$ cat config.mk
export PLATFORM = sky130hd
export DESIGN_NAME = panda_uart
export DESIGN_NICKNAME = d
export VERILOG_FILES = /design/src/rtl/panda_pkg.sv /design/src/rtl/panda_fifo.sv /design/src/rtl/panda_uart.sv
export SDC_FILE = /design/constraint.sdc
export NUM_CORES = 1
export LEC_CHECK = 0
export ABC_CLOCK_PERIOD_IN_PS = 3800
export BUFFER_PORTS_ARGS = -buffer_cell sky130_fd_sc_hd__buf_4
export CORE_UTILIZATION = 61
export CTS_BUF_LIST = sky130_fd_sc_hd__clkbuf_2
export DETAILED_ROUTE_END_ITERATION = 16
export PLACE_DENSITY = 0.93
export REMOVE_ABC_BUFFERS = 1
export SYNTH_ARGS = -nofsm -noshare
export SYNTH_HDL_FRONTEND = slang
export SYNTH_SLANG_ARGS = --single-unit
$ cat constraint.sdc
create_clock -name clk_i -period 3.8 [get_ports clk_i]
set_input_delay 0.76 -clock clk_i [delete_from_list [all_inputs] [get_ports clk_i]]
set_output_delay 0.76 -clock clk_i [all_outputs]
set_load 0.01 [all_outputs]
$ cat src/rtl/panda_pkg.sv
// Shared constants, FSM state types and helpers for the panda UART peripheral.
package panda_pkg;

    localparam logic [3:0] UART_TXDATA_OFFSET = 4'h0;
    localparam logic [3:0] UART_RXDATA_OFFSET = 4'h4;
    localparam logic [3:0] UART_STATUS_OFFSET = 4'h8;
    localparam logic [3:0] UART_DIV_OFFSET    = 4'hC;

    typedef enum logic [1:0] {
        TX_IDLE  = 2'd0,
        TX_START = 2'd1,
        TX_DATA  = 2'd2,
        TX_STOP  = 2'd3
    } uart_tx_state_e;

    typedef enum logic [1:0] {
        RX_IDLE  = 2'd0,
        RX_START = 2'd1,
        RX_DATA  = 2'd2,
        RX_STOP  = 2'd3
    } uart_rx_state_e;

    // A divisor below 2 would leave no room for the half-bit start check.
    function automatic logic [15:0] eff_div(input logic [15:0] div);
        return (div < 16'd2) ? 16'd2 : div;
    endfunction

endpackage

$ cat src/rtl/panda_fifo.sv
// Synchronous FIFO with wrap-bit pointers; head is visible combinationally on rdata.
module panda_fifo #(
    parameter int WIDTH = 8,
    parameter int DEPTH = 8
) (
    input  logic             clk_i,
    input  logic             rst_ni,
    input  logic             push,
    input  logic [WIDTH-1:0] wdata,
    input  logic             pop,
    output logic [WIDTH-1:0] rdata,
    output logic             full,
    output logic             empty
);

    localparam int AW = $clog2(DEPTH);

    logic [WIDTH-1:0] mem_reg [DEPTH];
    logic [AW:0]      wr_ptr_reg;
    logic [AW:0]      rd_ptr_reg;
    logic             do_push;
    logic             do_pop;

    assign empty = (wr_ptr_reg == rd_ptr_reg);
    assign full  = (wr_ptr_reg[AW] != rd_ptr_reg[AW]) &&
                   (wr_ptr_reg[AW-1:0] == rd_ptr_reg[AW-1:0]);

    // A push into a full FIFO is accepted only if the head leaves in the same cycle.
    assign do_push = push && (!full || pop);
    assign do_pop  = pop && !empty;
    assign rdata   = mem_reg[rd_ptr_reg[AW-1:0]];

    always_ff @(posedge clk_i or negedge rst_ni) begin
        if (!rst_ni) begin
            wr_ptr_reg <= '0;
            rd_ptr_reg <= '0;
        end else begin
            if (do_push) wr_ptr_reg <= wr_ptr_reg + 1'b1;
            if (do_pop)  rd_ptr_reg <= rd_ptr_reg + 1'b1;
        end
    end

    always_ff @(posedge clk_i) begin
        if (do_push) mem_reg[wr_ptr_reg[AW-1:0]] <= wdata;
    end

endmodule

$ cat src/rtl/panda_uart.sv
// Memory-mapped 8N1 UART: TX FIFO + shifter, synchronised RX shifter with one-byte
// holding register, programmable divisor and a registered level interrupt.
module panda_uart
    import panda_pkg::*;
#(
    parameter logic [31:0] BASE_ADDR   = 32'h8000_0000,
    parameter int          TX_DEPTH    = 8,
    parameter logic [15:0] DEFAULT_DIV = 16'd868
) (
    input  logic        clk_i,
    input  logic        rst_ni,
    input  logic [31:0] data_addr_i,
    input  logic [31:0] data_wdata_i,
    input  logic [3:0]  data_we_i,
    output logic [31:0] data_rdata_o,
    input  logic        uart_rx_i,
    output logic        uart_tx_o,
    output logic        irq_o
);

    logic        sel;
    logic        wr_en;
    logic [3:0]  reg_off;
    logic        tx_wr;
    logic        push_req;
    logic        rx_pop;
    logic        status_wr;
    logic        div_wr;
    logic        unused_bits;

    logic [15:0] div_reg;
    logic [15:0] div_eff;

    logic        fifo_pop;
    logic [7:0]  fifo_rdata;
    logic        fifo_full;
    logic        fifo_empty;

    uart_tx_state_e tx_state_reg, tx_state_next;
    logic [15:0] tx_cnt_reg, tx_cnt_next;
    logic [7:0]  tx_shift_reg, tx_shift_next;
    logic [2:0]  tx_bit_reg, tx_bit_next;
    logic        tx_line_reg, tx_line_next;
    logic        tx_busy;
    logic        tx_ovf_reg, tx_ovf_next;

    logic        rx_meta_reg, rx_sync_reg, rx_prev_reg;
    uart_rx_state_e rx_state_reg, rx_state_next;
    logic [15:0] rx_cnt_reg, rx_cnt_next;
    logic [7:0]  rx_shift_reg, rx_shift_next;
    logic [2:0]  rx_bit_reg, rx_bit_next;
    logic        rx_done;
    logic [7:0]  rx_byte_reg, rx_byte_next;
    logic        rx_valid_reg, rx_valid_next;
    logic        rx_ovf_reg, rx_ovf_next;

    logic        idle_empty;
    logic        idle_empty_prev_reg;
    logic        pend_reg, pend_next;
    logic        irq_reg;

    // ---------------- bus decode ----------------
    assign sel       = (data_addr_i[31:4] == BASE_ADDR[31:4]);
    assign reg_off   = {data_addr_i[3:2], 2'b00};
    assign wr_en     = sel && (|data_we_i);
    assign tx_wr     = wr_en && (reg_off == UART_TXDATA_OFFSET);
    assign push_req  = tx_wr && data_we_i[0];
    assign rx_pop    = wr_en && (reg_off == UART_RXDATA_OFFSET);
    assign status_wr = wr_en && (reg_off == UART_STATUS_OFFSET) && data_we_i[0];
    assign div_wr    = wr_en && (reg_off == UART_DIV_OFFSET) && (data_we_i[1:0] == 2'b11);
    assign unused_bits = ^{data_wdata_i[31:16], data_addr_i[1:0]};

    assign div_eff = eff_div(div_reg);
    assign tx_busy = (tx_state_reg != TX_IDLE);

    always_comb begin
        data_rdata_o = '0;
        if (sel) begin
            case (reg_off)
                UART_RXDATA_OFFSET: data_rdata_o = {23'b0, rx_valid_reg, rx_byte_reg};
                UART_STATUS_OFFSET: data_rdata_o = {26'b0, tx_ovf_reg, rx_ovf_reg, rx_valid_reg,
                                                    tx_busy, fifo_full, fifo_empty};
                UART_DIV_OFFSET:    data_rdata_o = {16'b0, div_reg};
                default:            data_rdata_o = '0;
            endcase
        end
    end

    always_ff @(posedge clk_i or negedge rst_ni) begin
        if (!rst_ni)     div_reg <= DEFAULT_DIV;
        else if (div_wr) div_reg <= data_wdata_i[15:0];
    end

    // ---------------- transmit path ----------------
    panda_fifo #(
        .WIDTH (8),
        .DEPTH (TX_DEPTH)
    ) u_tx_fifo (
        .clk_i (clk_i),
        .rst_ni(rst_ni),
        .push  (push_req),
        .wdata (data_wdata_i[7:0]),
        .pop   (fifo_pop),
        .rdata (fifo_rdata),
        .full  (fifo_full),
        .empty (fifo_empty)
    );

    always_comb begin
        tx_state_next = tx_state_reg;
        tx_cnt_next   = (tx_cnt_reg == '0) ? div_eff - 16'd1 : tx_cnt_reg - 16'd1;
        tx_shift_next = tx_shift_reg;
        tx_bit_next   = tx_bit_reg;
        tx_line_next  = tx_line_reg;
        fifo_pop      = 1'b0;
        case (tx_state_reg)
            TX_IDLE: begin
                tx_cnt_next = div_eff - 16'd1;
                if (!fifo_empty) begin
                    fifo_pop      = 1'b1;
                    tx_shift_next = fifo_rdata;
                    tx_line_next  = 1'b0;
                    tx_state_next = TX_START;
                end
            end
            TX_START: begin
                if (tx_cnt_reg == '0) begin
                    tx_line_next  = tx_shift_reg[0];
                    tx_shift_next = {1'b0, tx_shift_reg[7:1]};
                    tx_bit_next   = 3'd0;
                    tx_state_next = TX_DATA;
                end
            end
            TX_DATA: begin
                if (tx_cnt_reg == '0) begin
                    if (tx_bit_reg == 3'd7) begin
                        tx_line_next  = 1'b1;
                        tx_state_next = TX_STOP;
                    end else begin
                        tx_bit_next   = tx_bit_reg + 3'd1;
                        tx_line_next  = tx_shift_reg[0];
                        tx_shift_next = {1'b0, tx_shift_reg[7:1]};
                    end
                end
            end
            TX_STOP: begin
                // Chain straight into the next start bit when more data is queued.
                if (tx_cnt_reg == '0) begin
                    if (!fifo_empty) begin
                        fifo_pop      = 1'b1;
                        tx_shift_next = fifo_rdata;
                        tx_line_next  = 1'b0;
                        tx_state_next = TX_START;
                    end else begin
                        tx_state_next = TX_IDLE;
                    end
                end
            end
            default: tx_state_next = TX_IDLE;
        endcase
    end

    assign tx_ovf_next = (push_req && fifo_full && !fifo_pop) ||
                         (tx_ovf_reg && !(status_wr && data_wdata_i[5]));

    always_ff @(posedge clk_i or negedge rst_ni) begin
        if (!rst_ni) begin
            tx_state_reg <= TX_IDLE;
            tx_cnt_reg   <= '0;
            tx_shift_reg <= '0;
            tx_bit_reg   <= '0;
            tx_line_reg  <= 1'b1;
            tx_ovf_reg   <= 1'b0;
        end else begin
            tx_state_reg <= tx_state_next;
            tx_cnt_reg   <= tx_cnt_next;
            tx_shift_reg <= tx_shift_next;
            tx_bit_reg   <= tx_bit_next;
            tx_line_reg  <= tx_line_next;
            tx_ovf_reg   <= tx_ovf_next;
        end
    end

    assign uart_tx_o = tx_line_reg;

    // ---------------- receive path ----------------
    always_comb begin
        rx_state_next = rx_state_reg;
        rx_cnt_next   = (rx_cnt_reg == '0) ? div_eff - 16'd1 : rx_cnt_reg - 16'd1;
        rx_shift_next = rx_shift_reg;
        rx_bit_next   = rx_bit_reg;
        rx_done       = 1'b0;
        case (rx_state_reg)
            RX_IDLE: begin
                rx_cnt_next = (div_eff >> 1) - 16'd1;
                if (rx_prev_reg && !rx_sync_reg) rx_state_next = RX_START;
            end
            RX_START: begin
                if (rx_cnt_reg == '0) begin
                    rx_bit_next   = 3'd0;
                    rx_state_next = rx_sync_reg ? RX_IDLE : RX_DATA;
                end
            end
            RX_DATA: begin
                if (rx_cnt_reg == '0) begin
                    rx_shift_next = {rx_sync_reg, rx_shift_reg[7:1]};
                    rx_bit_next   = rx_bit_reg + 3'd1;
                    if (rx_bit_reg == 3'd7) rx_state_next = RX_STOP;
                end
            end
            RX_STOP: begin
                if (rx_cnt_reg == '0) begin
                    rx_done       = rx_sync_reg;
                    rx_state_next = RX_IDLE;
                end
            end
            default: rx_state_next = RX_IDLE;
        endcase
    end

    // A completing frame beats a simultaneous pop; an unpopped byte is never overwritten.
    always_comb begin
        rx_byte_next  = rx_byte_reg;
        rx_valid_next = rx_valid_reg;
        rx_ovf_next   = rx_ovf_reg && !(status_wr && data_wdata_i[4]);
        if (rx_done && (!rx_valid_reg || rx_pop)) begin
            rx_byte_next  = rx_shift_reg;
            rx_valid_next = 1'b1;
        end else if (rx_done) begin
            rx_ovf_next   = 1'b1;
        end else if (rx_pop) begin
            rx_valid_next = 1'b0;
        end
    end

    always_ff @(posedge clk_i or negedge rst_ni) begin
        if (!rst_ni) begin
            rx_meta_reg  <= 1'b1;
            rx_sync_reg  <= 1'b1;
            rx_prev_reg  <= 1'b1;
            rx_state_reg <= RX_IDLE;
            rx_cnt_reg   <= '0;
            rx_shift_reg <= '0;
            rx_bit_reg   <= '0;
            rx_byte_reg  <= '0;
            rx_valid_reg <= 1'b0;
            rx_ovf_reg   <= 1'b0;
        end else begin
            rx_meta_reg  <= uart_rx_i;
            rx_sync_reg  <= rx_meta_reg;
            rx_prev_reg  <= rx_sync_reg;
            rx_state_reg <= rx_state_next;
            rx_cnt_reg   <= rx_cnt_next;
            rx_shift_reg <= rx_shift_next;
            rx_bit_reg   <= rx_bit_next;
            rx_byte_reg  <= rx_byte_next;
            rx_valid_reg <= rx_valid_next;
            rx_ovf_reg   <= rx_ovf_next;
        end
    end

    // ---------------- interrupt ----------------
    // "Transmission complete" is the moment the transmitter goes idle with nothing queued.
    assign idle_empty = fifo_empty && !tx_busy;

    always_comb begin
        pend_next = pend_reg;
        if (tx_wr)                                    pend_next = 1'b0;
        else if (idle_empty && !idle_empty_prev_reg)  pend_next = 1'b1;
    end

    always_ff @(posedge clk_i or negedge rst_ni) begin
        if (!rst_ni) begin
            idle_empty_prev_reg <= 1'b1;
            pend_reg            <= 1'b0;
            irq_reg             <= 1'b0;
        end else begin
            idle_empty_prev_reg <= idle_empty;
            pend_reg            <= pend_next;
            irq_reg             <= rx_valid_reg | pend_reg;
        end
    end

    assign irq_o = irq_reg;

endmodule
# ---- After elaboration in Yosys (flattened, before gate mapping)
# Memories as Yosys holds them, arrays and structs flattened.
# Index checks and enable logic that the tools add are counted.
dict set report op_classes {
  n_addsub 8
  magnitude_cmp 1
  eq_ne 28
  mux 54
  bitwise_logic 1
  n_reduce_logical 52
}
# op count
set op_table {}
lappend op_table {{16-bit 2-to-1 mux} 6}
lappend op_table {{16-bit case mux with 3 select lines} 1}
lappend op_table {{16-bit by 1-bit subtractor with 16-bit output, second input constant} 3}
lappend op_table {{8-bit 2-to-1 mux} 5}
lappend op_table {{16-bit zero test} 2}
lappend op_table {{8-bit case mux with 4 select lines} 1}
lappend op_table {{28-bit == test, second input constant} 1}
lappend op_table {{2-bit 2-to-1 mux} 11}
lappend op_table {{2-bit != test, second input constant} 11}
lappend op_table {{1-bit logical AND} 21}
lappend op_table {{1-bit 2-to-1 mux} 19}
lappend op_table {{16-bit by 2-bit < comparator with 1-bit output, second input constant} 1}
lappend op_table {{2-bit case mux with 4 select lines} 2}
lappend op_table {{15-bit by 1-bit subtractor with 16-bit output, second input constant} 1}
lappend op_table {{3-bit 2-to-1 mux} 5}
lappend op_table {{2-bit == test, second input constant} 7}
lappend op_table {{3-bit case mux with 2 select lines} 2}
lappend op_table {{5-bit AND reduction} 2}
lappend op_table {{2-bit nonzero test} 5}
lappend op_table {{1-bit zero test} 9}
lappend op_table {{4-bit by 1-bit adder with 4-bit output, second input constant} 2}
lappend op_table {{4-bit AND reduction} 2}
lappend op_table {{3-bit by 1-bit adder with 3-bit output, second input constant} 2}
lappend op_table {{2-bit by 1-bit == test with 1-bit output, second input constant} 3}
lappend op_table {{other kinds (14)} 20}
dict set report word_totals {
  reg_bits 100
  ram_bits 64
  inputBits 71
  elab_cells 167
  mem_count 1
}
# name words width rd rd_clocked_by_memory_dff write_ports line_no
set memory_table {}
lappend memory_table {u_tx_fifo.mem_reg 8 8 1 0 1 panda_fifo.sv:18} ;# logic [WIDTH-1:0] mem_reg [DEPTH];

# ---- Logic depth before layout (Yosys ltp)
# Gate-level depths: netlist of run 1.
dict set report depth {
  depth_word 9
  depth_mapped 11
  mapped_depth_nobuf 10
}

# ---- By module
# A second synthesis of run 1 with hierarchy kept.
dict set report hier_totals {
  cells_unflattened 722
  hier_area_um2 8533.2
}
# module n_inst cells_each area_each_um2 seq_area_each_um2
set by_module_without_submodules {}
lappend by_module_without_submodules {panda_uart 1 572 5555.3 2314.7}
lappend by_module_without_submodules {panda_fifo 1 150 2977.9 2122.0}

# ---- Worst setup path after synthesis of run 1
# OpenSTA, ideal clock, no wires.
dict set report synth_path {
  path_type {input-to-reg}
  from {input data_addr_i[13]}
  to {memory u_tx_fifo.mem_reg[2][0] (enable)}
  setup_time_ps 398
  arrival_ps 3038
  required_ps 3402
  slack_ps 364
  cell_stages 6
  path_buffers 1
  path_cell_list {nor4b_1 nand4_1 or2_2 or3_1 clkbuf_1 nor4b_1}
}
dict set report synth_via {
  elab_chain_cells 7
}
# item line_no
set synth_lines {}
lappend synth_lines {{from (decl)} panda_uart.sv:12} ;# input logic [31:0] data_addr_i,
lappend synth_lines {{28-bit == test} panda_uart.sv:63} ;# assign sel = (data_addr_i[31:4] == BASE_ADDR[31:4]);
lappend synth_lines {{1-bit logical AND} panda_uart.sv:65} ;# assign wr_en = sel && (|data_we_i);
lappend synth_lines {{1-bit logical AND} panda_uart.sv:66} ;# assign tx_wr = wr_en && (reg_off == UART_TXDATA_OFFSET);
lappend synth_lines {{1-bit logical AND} panda_uart.sv:67} ;# assign push_req = tx_wr && data_we_i[0];
lappend synth_lines {{1-bit logical AND} panda_fifo.sv:29} ;# assign do_push = push && (!full || pop);
lappend synth_lines {{1-bit 2-to-1 mux} panda_fifo.sv:44} ;# if (do_push) mem_reg[wr_ptr_reg[AW-1:0]] <= wdata;
lappend synth_lines {{1-bit 2-to-1 mux (not written as such)} panda_fifo.sv:44}
lappend synth_lines {{to (decl)} panda_fifo.sv:18}
# No other way between the ends.

# ---- Final worst setup path of run 1
dict set report layout_path {
  from {register div_reg[5]}
  to {register tx_cnt_reg[15]}
}
dict set report layout_via {
  elab_chain_cells 5
}
# item line_no
set layout_lines {}
lappend layout_lines {{from (decl)} panda_uart.sv:31} ;# logic [15:0] div_reg;
lappend layout_lines {{from (signal assigned)} panda_uart.sv:91} ;# else if (div_wr) div_reg <= data_wdata_i[15:0];
lappend layout_lines {{16-bit by 2-bit < comparator with 1-bit output} panda_pkg.sv:25} ;# return (div < 16'd2) ? 16'd2 : div;
lappend layout_lines {{16-bit 2-to-1 mux (*)} panda_pkg.sv:25}
lappend layout_lines {{16-bit by 1-bit subtractor with 16-bit output (*)} {panda_uart.sv:111, panda_uart.sv:118}}
lappend layout_lines {{16-bit 2-to-1 mux} panda_uart.sv:111} ;# tx_cnt_next = (tx_cnt_reg == '0) ? div_eff - 16'd1 : tx_cnt_reg - 16'd1;
lappend layout_lines {{16-bit 2-to-1 mux (*)} panda_uart.sv:116} ;# case (tx_state_reg)
lappend layout_lines {{net tx_cnt_next[15]} panda_uart.sv:40} ;# logic [15:0] tx_cnt_reg, tx_cnt_next;
lappend layout_lines {{to (signal assigned)} panda_uart.sv:176} ;# tx_cnt_reg <= tx_cnt_next;
lappend layout_lines {{to (decl)} panda_uart.sv:40}
# The timed path passes the listed nets; every way through them passes the cells marked *.
# A chain may end at the register's enable or synchronous reset.

==> summary.md, run 1 <==
| Metric | Value |
|---|---|
| Total track usage | `29.4%` |
| Clock slew at reported path FFs | `0.25 ns` |
| Die Wd | `120 um` |
| Most frequent cells in the layout | `90 x dfrtp_1, 90 x buf_4, 64 x edfxtp_1` |
| Layout net count | `875` |
| Initial Util | `63.6%` |
| Pre-CTS setup slack | `0.384 ns` |
| Core area | `13,500 sq um` |
| Die area | `14,500 sq um` |
| CP arrival | `4.07 ns` |
| Largest register FFs | `64` |
| R2r startpoint | `div_reg[5]` |
| Num CTS Buffers | `17` |
| Total power | `3.64 mW` |
| Share of cells above drive strength 1 | `25.9%` |
| Async SR Flop Fraction | `61.0%` |
| Critical Path Fanout Max | `12` |
| Number of global-route vias before repair | `6,462` |
| Critical Path RT | `4.43 ns` |
| Port bufs | `70` |
| Internal power | `2.56 mW` |
| Sequential area share after synthesis | `51.9%` |
| DRT Pass-1 Iters | `6` |
| Peak supply drop | `379 uV` |
| First-pass GRT wire length | `32.4 mm` |
| R2R Path End | `tx_cnt_reg[15]` |
| Layout Cells excl Fill | `977` |
| Fin crit period | `3.44 ns` |
| Ys flop type | `dfrtp_1` |
| Fin Clk Skew | `0.0400 ns` |
| CP endpoint kind | `register` |
| CTS sink count | `164` |
| Worst setup path start | `div_reg[5]` |
| Synth warn | `0` |
| Clk root buf | `clkbuf_2` |
| Synth cell types | `82` |
| Final Max Slew Viols | `0` |
| DRT Wirelength | `20.1 mm` |
| End of the critical path | `tx_cnt_reg[15]` |
| Synthesized area per cell | `11.9 sq um` |
| Net Switching | `1.08 mW` |
| Switching share of total power | `29.7%` |
| Layout area overhead | `10.5%` |
| Aggregate global routing overflow | `0` |
| Slew @ Worst Pin | `1.07 ns` |
| Hold Violations, Final | `0` |
| Largest net degree at the start of global routing | `59` |
| Clock share of power | `26.1%` |
| I/O pin cnt | `105` |
| Post-route ant nets | `0` |
| RSZ-0062 raised after global routing | `no` |
| Cell Count Post-Placement | `943` |
| Tightest Hold Check Type | `input port to asynchronous set/reset pin` |
| Die Y | `120 um` |
| H-Tree Depth | `4` |
| Critical Path Source Type | `register` |
| Rel. slew slack | `28.9%` |
| Gp weighted congestion | `0.898` |
| Clock Latency Late Sink | `0.78 ns` |
| Power per cell area | `385 nW/um^2` |
| Number of remaining DRC errors | `0` |
| Flop-to-flop setup slack | `0.36 ns` |
| Max-Cap Viols | `0` |
| Via density | `6.53` |
| Antenna violations before repair | `1` |
| #FFs+latches synth | `164` |
| FF-to-FF path depth | `9` |
| Via count | `6,378` |
| Pleak | `3.88 nW` |
| PnR worst setup slack | `0.357 ns` |
| Dpl hpwl | `14.2 mm` |
| Syn Inst Count | `716` |
| Cell Area, Synth | `8560 sq um` |
| Clock Tree Buf Depth | `2` |
| Crit path kind | `register to register` |
| Combinational share of power | `17.3%` |
| Setup TNS | `0 ns` |
| Setup violators final | `0` |
| EDFF count, synth | `64` |
| Wire per inst | `20.5 um` |
| Max Clock Freq | `290 MHz` |
| Tcrit/Tclk final | `90.6%` |
| Drt initial violations | `788` |
| Status | `finished clean` |
| Part of the power in registers | `56.6%` |
| Rows | `42` |
| CTS tree | `yes` |
[power groups by stage]
| stage | clock network [mW] | logic [mW] | registers, mW |
|---|---|---|---|
| 3_5_place_dp | 0 | 0.601 | 2.09 |
| 4_1_cts | 0.949 | 0.618 | 2.06 |
| 3_3_place_gp | 0 | 0.566 | 2.08 |
| 5_1_grt | 1.02 | 0.680 | 2.07 |
| 2_1_floorplan | 0 | 0.410 | 2.07 |
| 6_report | 0.949 | 0.630 | 2.06 |
[how the worst min path moves through the flow]
stage / startpoint / to / slack (ns) / depth (start not counted)
global placement: rx_meta_reg / rx_sync_reg / 0.35 / 0
detailed placement: rx_meta_reg / rx_sync_reg / 0.35 / 0
finish: rst_ni / rx_shift_reg[1] / 0.01 / 1
global route: rst_ni / rx_byte_reg[7] / 0.02 / 1
floorplan: rx_meta_reg / rx_sync_reg / 0.35 / 0
CTS: rst_ni / rx_bit_reg[2] / 0.004 / 1
[through the flow]
stage                     hold WS [ns]  area [sq um]  utilization, %
after global routing            0.0179          9450            70.3
after floorplan                  0.345          8300               -
after global placement           0.347          9190            68.3
after CTS                      0.00370          9430            70.1
after detailed placement         0.350          9190            68.3
final                           0.0137          9450            70.3
[layer usage]
layer / up-vias / share of wire [%] / global-route usage [%]
li1: 2777 / - / -
met1: 3102 / 38 / 36.8
met2: 424 / 51 / 48.7
met3: 75 / 8.0 / 6.04
met4: 0 / 3.3 / 14.4
met5: - / 0 / 0
[synthesized netlist by cell type (5+ instances only)]
master	instances	share of area, %
nor4_1	21	1.5
buf_4	17	1.5
xor2_1	31	3.2
o21ai_0	15	0.88
dfrtp_1	90	26
mux2i_1	32	3.7
nand3_1	17	0.99
a21oi_1	27	1.6
mux4_2	16	4.2
clkbuf_1	22	0.97
inv_1	12	0.53
mux2_2	31	4.1
nand4_1	11	0.80
and2_1	10	0.73
ha_1	17	2.5
mux2_4	8	1.4
buf_1	6	0.26
xnor2_1	23	2.4
buf_2	5	0.29
nor4b_1	6	0.61
edfxtp_1	64	22
nor2_1	54	2.4
dfstp_2	10	3.1
nand2_1	49	2.1
or4_1	6	0.53
o31ai_1	6	0.53
nor3_1	19	1.1
[area by class of cell]
class / count / area, sq um
Clock inverter: 14 / 151
Timing Repair Buffer: 91 / 686
Clock buffer: 18 / 90.1
Fill cell: 855 / 4000
Multi-Input combinational cell: 500 / 3820
Inverter: 13 / 48.8
Tap cell: 176 / 220
Antenna cell: 1 / 2.50
Sequential cell: 164 / 4440
[worst max-delay path, cell delays in order (launching register included)]
cell and delay, ns:
dfstp_2 0.76, nor4_1 0.15, and4_1 0.33, nor2_1 0.30, ha_1 0.28, nor4b_1 0.42, nand4_1 0.30, a311oi_1 0.40
xnor2_1 0.25, mux2i_1 0.13
[what timing repair did]
item / 4_1_cts / 5_1_grt
hold buffers: 0 / 1
setup buffers: 0 / 0
endpoints found under the setup margin: 0 / 1
resized for setup: 0 / 1
hold endpoints to repair: 0 / 1
[kinds of logic after synthesis]
family                     count (synthesis)  share of synthesized area, %
DFF                                      164                          51.9
other                                      1                        0.0438
AOI/OAI and AO/OA                         91                          7.30
muxes                                     88                          13.6
buffers and inverters                     67                          4.27
and+or+nand+nor                          234                          14.9
xor gates and xnor gates                  54                          5.53
adders and majority gates                 17                          2.49
(Power assumes the default switching activity.)
==> inputs of run 2 (changes only) <==
--- a/config.mk
+++ b/config.mk
@@ -7,10 +7,10 @@
 export LEC_CHECK = 0
 export ABC_CLOCK_PERIOD_IN_PS = 3800
 export BUFFER_PORTS_ARGS = -buffer_cell sky130_fd_sc_hd__buf_4
-export CORE_UTILIZATION = 61
+export CORE_UTILIZATION = 40
 export CTS_BUF_LIST = sky130_fd_sc_hd__clkbuf_2
 export DETAILED_ROUTE_END_ITERATION = 16
-export PLACE_DENSITY = 0.93
+export PLACE_DENSITY = 0.69
 export REMOVE_ABC_BUFFERS = 1
 export SYNTH_ARGS = -nofsm -noshare
 export SYNTH_HDL_FRONTEND = slang
==> summary.md, run 2 (synthesized netlist as in run 1, its figures left out) <==
| Metric | Value |
|---|---|
| Status | `finished clean` |
| DRT Wirelength | `18.2 mm` |
| Largest net degree at the start of global routing | `60` |
| Clock slew at reported path FFs | `0.25 ns` |
| Initial Util | `40.7%` |
| CTS tree | `yes` |
| Worst path cell trace | `xnor2_1 > nand4_1 > o31a_1 > nor2_1 > buf_4` |
| Number of global-route vias before repair | `5,787` |
| Final core occ | `45.6%` |
| Internal power | `2.43 mW` |
| Aggregate global routing overflow | `0` |
| Share of cells above drive strength 1 | `26.6%` |
| Net Switching | `1.07 mW` |
| Via count | `5,838` |
| Layout area overhead | `12.0%` |
| Max Clock Freq | `304 MHz` |
| Post_cts resized | `0` |
| Die Y | `148 um` |
| Tightest Hold Check Type | `input port to asynchronous set/reset pin` |
| Setup bufs post-CTS | `0` |
| Critical path's top delay family | `flip-flops` |
| I/O pin cnt | `105` |
| Clock Latency Late Sink | `0.76 ns` |
| Pleak | `3.87 nW` |
| Rel. slew slack | `31.4%` |
| Number of remaining DRC errors | `0` |
| Hold buffers post-CTS | `1` |
| Total track usage | `17.6%` |
| Antenna violations before repair | `1` |
| Power per cell area | `365 nW/um^2` |
| WL met1 | `8.31 mm` |
| Switching share of total power | `30.6%` |
| Gp weighted congestion | `0.877` |
| Die Wd | `148 um` |
| Clk root buf | `clkbuf_2` |
| Core area | `21,000 sq um` |
| CTS sink count | `164` |
| Crit path buf inv count | `1` |
| Critical Path Source Type | `register` |
| Critical Path Fanout Max | `10` |
| CP endpoint kind | `output port` |
| Top routing layer used | `met4` |
| H-Tree Depth | `4` |
| Wire per inst | `16.9 um` |
| Met2 Wirelength | `8.69 mm` |
| Fin crit period | `3.29 ns` |
| DRT Pass-1 Iters | `5` |
| Clock share of power | `24.2%` |
| Largest register FFs | `64` |
| Part of the power in registers | `58.7%` |
| Most frequent cells in the layout | `94 x buf_4, 90 x dfrtp_1, 64 x edfxtp_1` |
| Fin Clk Skew | `0.0305 ns` |
| Final Max Slew Viols | `0` |
| Slew @ Worst Pin | `1.03 ns` |
| Max-Cap Viols | `0` |
| Drt initial violations | `288` |
| Hold Violations, Final | `0` |
| First-pass GRT wire length | `29.8 mm` |
| Critical Path RT | `3.04 ns` |
| Post-route ant nets | `0` |
| Commonest non-fill, non-tap cell in the layout | `buf_4` |
| Via density | `5.41` |
| Combinational share of power | `17.1%` |
| Num CTS Buffers | `17` |
| Met3 wire length | `911 um` |
| Port bufs | `70` |
| Crit path max-delay cell type | `dfrtp_1` |
| Setup TNS | `0 ns` |
| Rows | `53` |
| CP arrival | `2.53 ns` |
| Setup violators final | `0` |
| RSZ-0062 raised after global routing | `no` |
| Layout net count | `879` |
| Tcrit/Tclk final | `86.5%` |
| Die area | `22,000 sq um` |
| Slowest stage delay, CP | `0.58 ns` |
| Dpl hpwl | `13.0 mm` |
| Peak supply drop | `162 uV` |
| Clock Tree Buf Depth | `2` |
| Crit path kind | `register to output port` |
run 2: cell count changes in the layout (fill, tap and decap cells not counted), sizes merged:
cell      previous run  this run
bufinv               2         0
inv                 17        20
clkinv               6         5
buf                 90        94
clkbuf              18        17
clkinvlp             2         3
run 2: worst reg2reg max path: cells and delay by family, from the launching register on:
kind                       cells  cell delay [ns]
and+or+nand+nor                6             1.83
DFF                            1             0.55
xor gates and xnor gates       1             0.29
adders and majority gates      1             0.24
buffers and inverters          1             0.18
AOI/OAI and AO/OA              1             0.05
run 2: area by class of cell:
type                    count  area [sq um]
fillers                  1949         11400
flip-flops and latches    164          4440
multi-input cells         500          3830
repair buffers             95           716
well taps                 275           344
clock inverters            15           116
clock buffers              17          85.1
inverters                  13          48.8
diodes                      1          2.50
run 2: worst paths after layout:
| check | from | endpoint | slack [ns] | cells past startpoint |
|---|---|---|---|---|
| max in group asynchronous | rst_ni | div_reg[5] | 2.87 | 2 |
| hold / removal | rst_ni | tx_cnt_reg[9] | 0.03 | 1 |
| setup reg to reg | div_reg[3] | rx_cnt_reg[10] | 0.51 | 10 |
| min in group clk_i | data_wdata_i[13] | div_reg[13] | 0.21 | 2 |
| setup / recovery | u_tx_fifo.wr_ptr_reg[2] | data_rdata_o[0] | 0.51 | 5 |
| hold reg to reg | rx_meta_reg | rx_sync_reg | 0.38 | 0 |
run 2: power groups by stage:
stage / clock [mW] / combinational, mW / sequential [mW]
after floorplan: 0 / 0.410 / 2.07
after global placement: 0 / 0.583 / 2.08
after detailed placement: 0 / 0.594 / 2.09
after CTS: 0.870 / 0.598 / 2.05
after global routing: 0.936 / 0.664 / 2.07
final: 0.846 / 0.597 / 2.05
run 2: layer usage:
metal / up-vias / global-route usage, %
met5: - / 0
met4: 0 / 5.77
met3: 23 / 3.77
met2: 186 / 28.1
met1: 2855 / 23.9
li1: 2774 / -
run 2: through the flow:
step / instances / hold slack (ns) / power (mW) / area [sq um] / worst slack, ns
finish: 1080 / 0.0288 / 3.50 / 9580 / 0.511
global route: 1080 / 0.00910 / 3.67 / 9580 / 0.239
CTS: 1079 / 0.0153 / 3.52 / 9580 / 0.464
detailed placement: 1046 / 0.349 / 2.68 / 9370 / 0.453
global placement: 1046 / 0.347 / 2.66 / 9370 / 0.512
floorplan: 677 / 0.345 / 2.48 / 8300 / 0.324
==> inputs of run 3 (changes only) <==
--- a/config.mk
+++ b/config.mk
@@ -5,13 +5,14 @@
 export SDC_FILE = /design/constraint.sdc
 export NUM_CORES = 1
 export LEC_CHECK = 0
-export ABC_CLOCK_PERIOD_IN_PS = 3800
+export ABC_CLOCK_PERIOD_IN_PS = 3200
 export BUFFER_PORTS_ARGS = -buffer_cell sky130_fd_sc_hd__buf_4
-export CORE_UTILIZATION = 40
+export CORE_UTILIZATION = 61
 export CTS_BUF_LIST = sky130_fd_sc_hd__clkbuf_2
 export DETAILED_ROUTE_END_ITERATION = 16
-export PLACE_DENSITY = 0.69
+export PLACE_DENSITY = 0.93
 export REMOVE_ABC_BUFFERS = 1
+export SETUP_SLACK_MARGIN = 0.3
 export SYNTH_ARGS = -nofsm -noshare
 export SYNTH_HDL_FRONTEND = slang
 export SYNTH_SLANG_ARGS = --single-unit
==> constraint.sdc (replaced) <==
create_clock -name clk_i -period 3.2 [get_ports clk_i]
set_input_delay 0.64 -clock clk_i [delete_from_list [all_inputs] [get_ports clk_i]]
set_output_delay 0.64 -clock clk_i [all_outputs]
set_load 0.01 [all_outputs]
==> summary.md, run 3 (synthesized netlist as in run 1, its figures left out) <==
| Metric | Value |
|---|---|
| Status | `finished clean` |
| Total power | `4.29 mW` |
| Internal power | `2.97 mW` |
| Hold wc startpoint | `data_wdata_i[13]` |
| Dpl hpwl | `14.5 mm` |
| Area occupied by multi-input gates | `3980 sq um` |
| Combinational share of power | `18.1%` |
| Critical Path RT | `2.56 ns` |
| Hold Violations, Final | `0` |
| Via density | `6.40` |
| Slew @ Worst Pin | `0.720 ns` |
| Drt initial violations | `702` |
| Tcrit/Tclk final | `91.6%` |
| Rows | `42` |
| Final Max Slew Viols | `0` |
| Tightest Hold Check Type | `input port to register` |
| CTS sink count | `164` |
| Cell area after placement | `9340 sq um` |
| Total track usage | `29.1%` |
| Worst setup path start | `u_tx_fifo.wr_ptr_reg[2]` |
| RSZ-0062 raised after global routing | `yes` |
| Critical Path Fanout Max | `2` |
| CP endpoint kind | `output port` |
| Aggregate global routing overflow | `0` |
| Gp weighted congestion | `0.928` |
| Clock Latency Late Sink | `0.78 ns` |
| Switching share of total power | `30.6%` |
| FF+latch area | `4440 sq um` |
| Fin crit period | `2.93 ns` |
| Pleak | `4.09 nW` |
| Die area | `14,500 sq um` |
| Max-Cap Viols | `0` |
| R2r startpoint | `div_reg[13]` |
| Largest register FFs | `64` |
| Net Switching | `1.31 mW` |
| Num CTS Buffers | `17` |
| Fin Clk Skew | `0.0339 ns` |
| Clk root buf | `clkbuf_2` |
| Most frequent cells in the layout | `119 x buf_4, 85 x dfrtp_1, 64 x edfxtp_1` |
| Power per cell area | `435 nW/um^2` |
| Setup violators final | `0` |
| Port bufs | `70` |
| Die Wd | `120 um` |
| Share of cells above drive strength 1 | `31.9%` |
| Die Y | `120 um` |
| CTS tree | `yes` |
| Clock share of power | `24.9%` |
| Number of global-route vias before repair | `6,407` |
| Core area | `13,500 sq um` |
| Peak supply drop | `409 uV` |
| Commonest non-fill, non-tap cell in the layout | `buf_4` |
| Fillcell total | `805` |
| Setup TNS | `0 ns` |
| Layout area overhead | `15.1%` |
| Largest net degree at the start of global routing | `56` |
| H-Tree Depth | `4` |
| Antenna violations before repair | `1` |
| DRT Wirelength | `21.2 mm` |
| Clock slew at reported path FFs | `0.25 ns` |
| Part of the power in registers | `57.0%` |
| Layout net count | `906` |
| Max Clock Freq | `341 MHz` |
| I/O pin cnt | `105` |
| First-pass GRT wire length | `32.1 mm` |
| Crit path kind | `register to output port` |
| Wire per inst | `21.0 um` |
| Via count | `6,456` |
| CP arrival | `2.29 ns` |
| Rel. slew slack | `52.0%` |
| Initial Util | `63.6%` |
| WHS | `0.0773 ns` |
| Post-route ant nets | `0` |
| Clock Tree Buf Depth | `2` |
| Critical Path Source Type | `register` |
| Final Cell Area | `9850 sq um` |
| DRT Pass-1 Iters | `9` |
| Number of remaining DRC errors | `0` |
run 3: changes by cell type in the layout (fill, tap and decap cells not counted), sizes merged:
| cell | delta |
|---|---|
| buf | +26 |
| clkbuf | +2 |
| inv | -2 |
| bufinv | +1 |
| clkinv | -1 |
| dlygate4sd3 | +1 |
run 3: worst paths after layout:
check,endpoint,slack [ns],cells after the start
worst max register to register,rx_cnt_reg[10],0.38,12
worst min register to register,rx_sync_reg,0.38,0
max in group asynchronous,div_reg[6],2.05,3
worst min-delay path,div_reg[13],0.08,2
min in group asynchronous,div_reg[15],0.41,2
worst max-delay path,data_rdata_o[0],0.27,5
run 3: power groups by stage:
stage / Clock, mW / Combinational [mW] / Sequential [mW]
2_1_floorplan: 0 / 0.487 / 2.46
3_3_place_gp: 0 / 0.678 / 2.47
3_5_place_dp: 0 / 0.736 / 2.48
4_1_cts: 1.06 / 0.747 / 2.44
5_1_grt: 1.14 / 0.838 / 2.46
6_report: 1.07 / 0.774 / 2.44
run 3: final cells by class:
cell class	count	area share, %
antenna	1	0.0254
clock buffer	19	0.966
clock inverter	13	1.28
inverter	13	0.495
multi-input combinational	500	40.4
sequential	164	45.1
tap	176	2.24
timing repair buffer	122	9.48
run 3: critical path, stage by stage (launching register included):
cell and delay, ns:
dfrtp_2 0.49, xnor2_1 0.26, nand4_1 0.19, o31a_1 0.28, nor2_1 0.14, buf_4 0.15
run 3: timing repair:
action                                  4_1_cts  5_1_grt
pin swaps                                     3        4
endpoints found under the setup margin       63       62
hold buffers                                  2        0
gates resized for setup                      11       21
setup buffers                                 3        9
hold endpoints to repair                     52        0
run 3: layer usage:
metal	GRT usage [%]	routed length (um)	vias to the layer above
met5	0	0	-
met4	10.4	705	0
met3	7.41	1830	72
met2	48.8	10800	421
met1	36.6	7920	3131
li1	-	-	2832
run 3: through the flow:
step,setup slack (ns),cells,util (%)
after floorplan,-0.156,677,-
after global placement,0.215,961,69.4
after detailed placement,0.0430,961,69.4
after CTS,0.240,998,71.8
after global routing,0.184,1008,73.2
final,0.268,1008,73.2
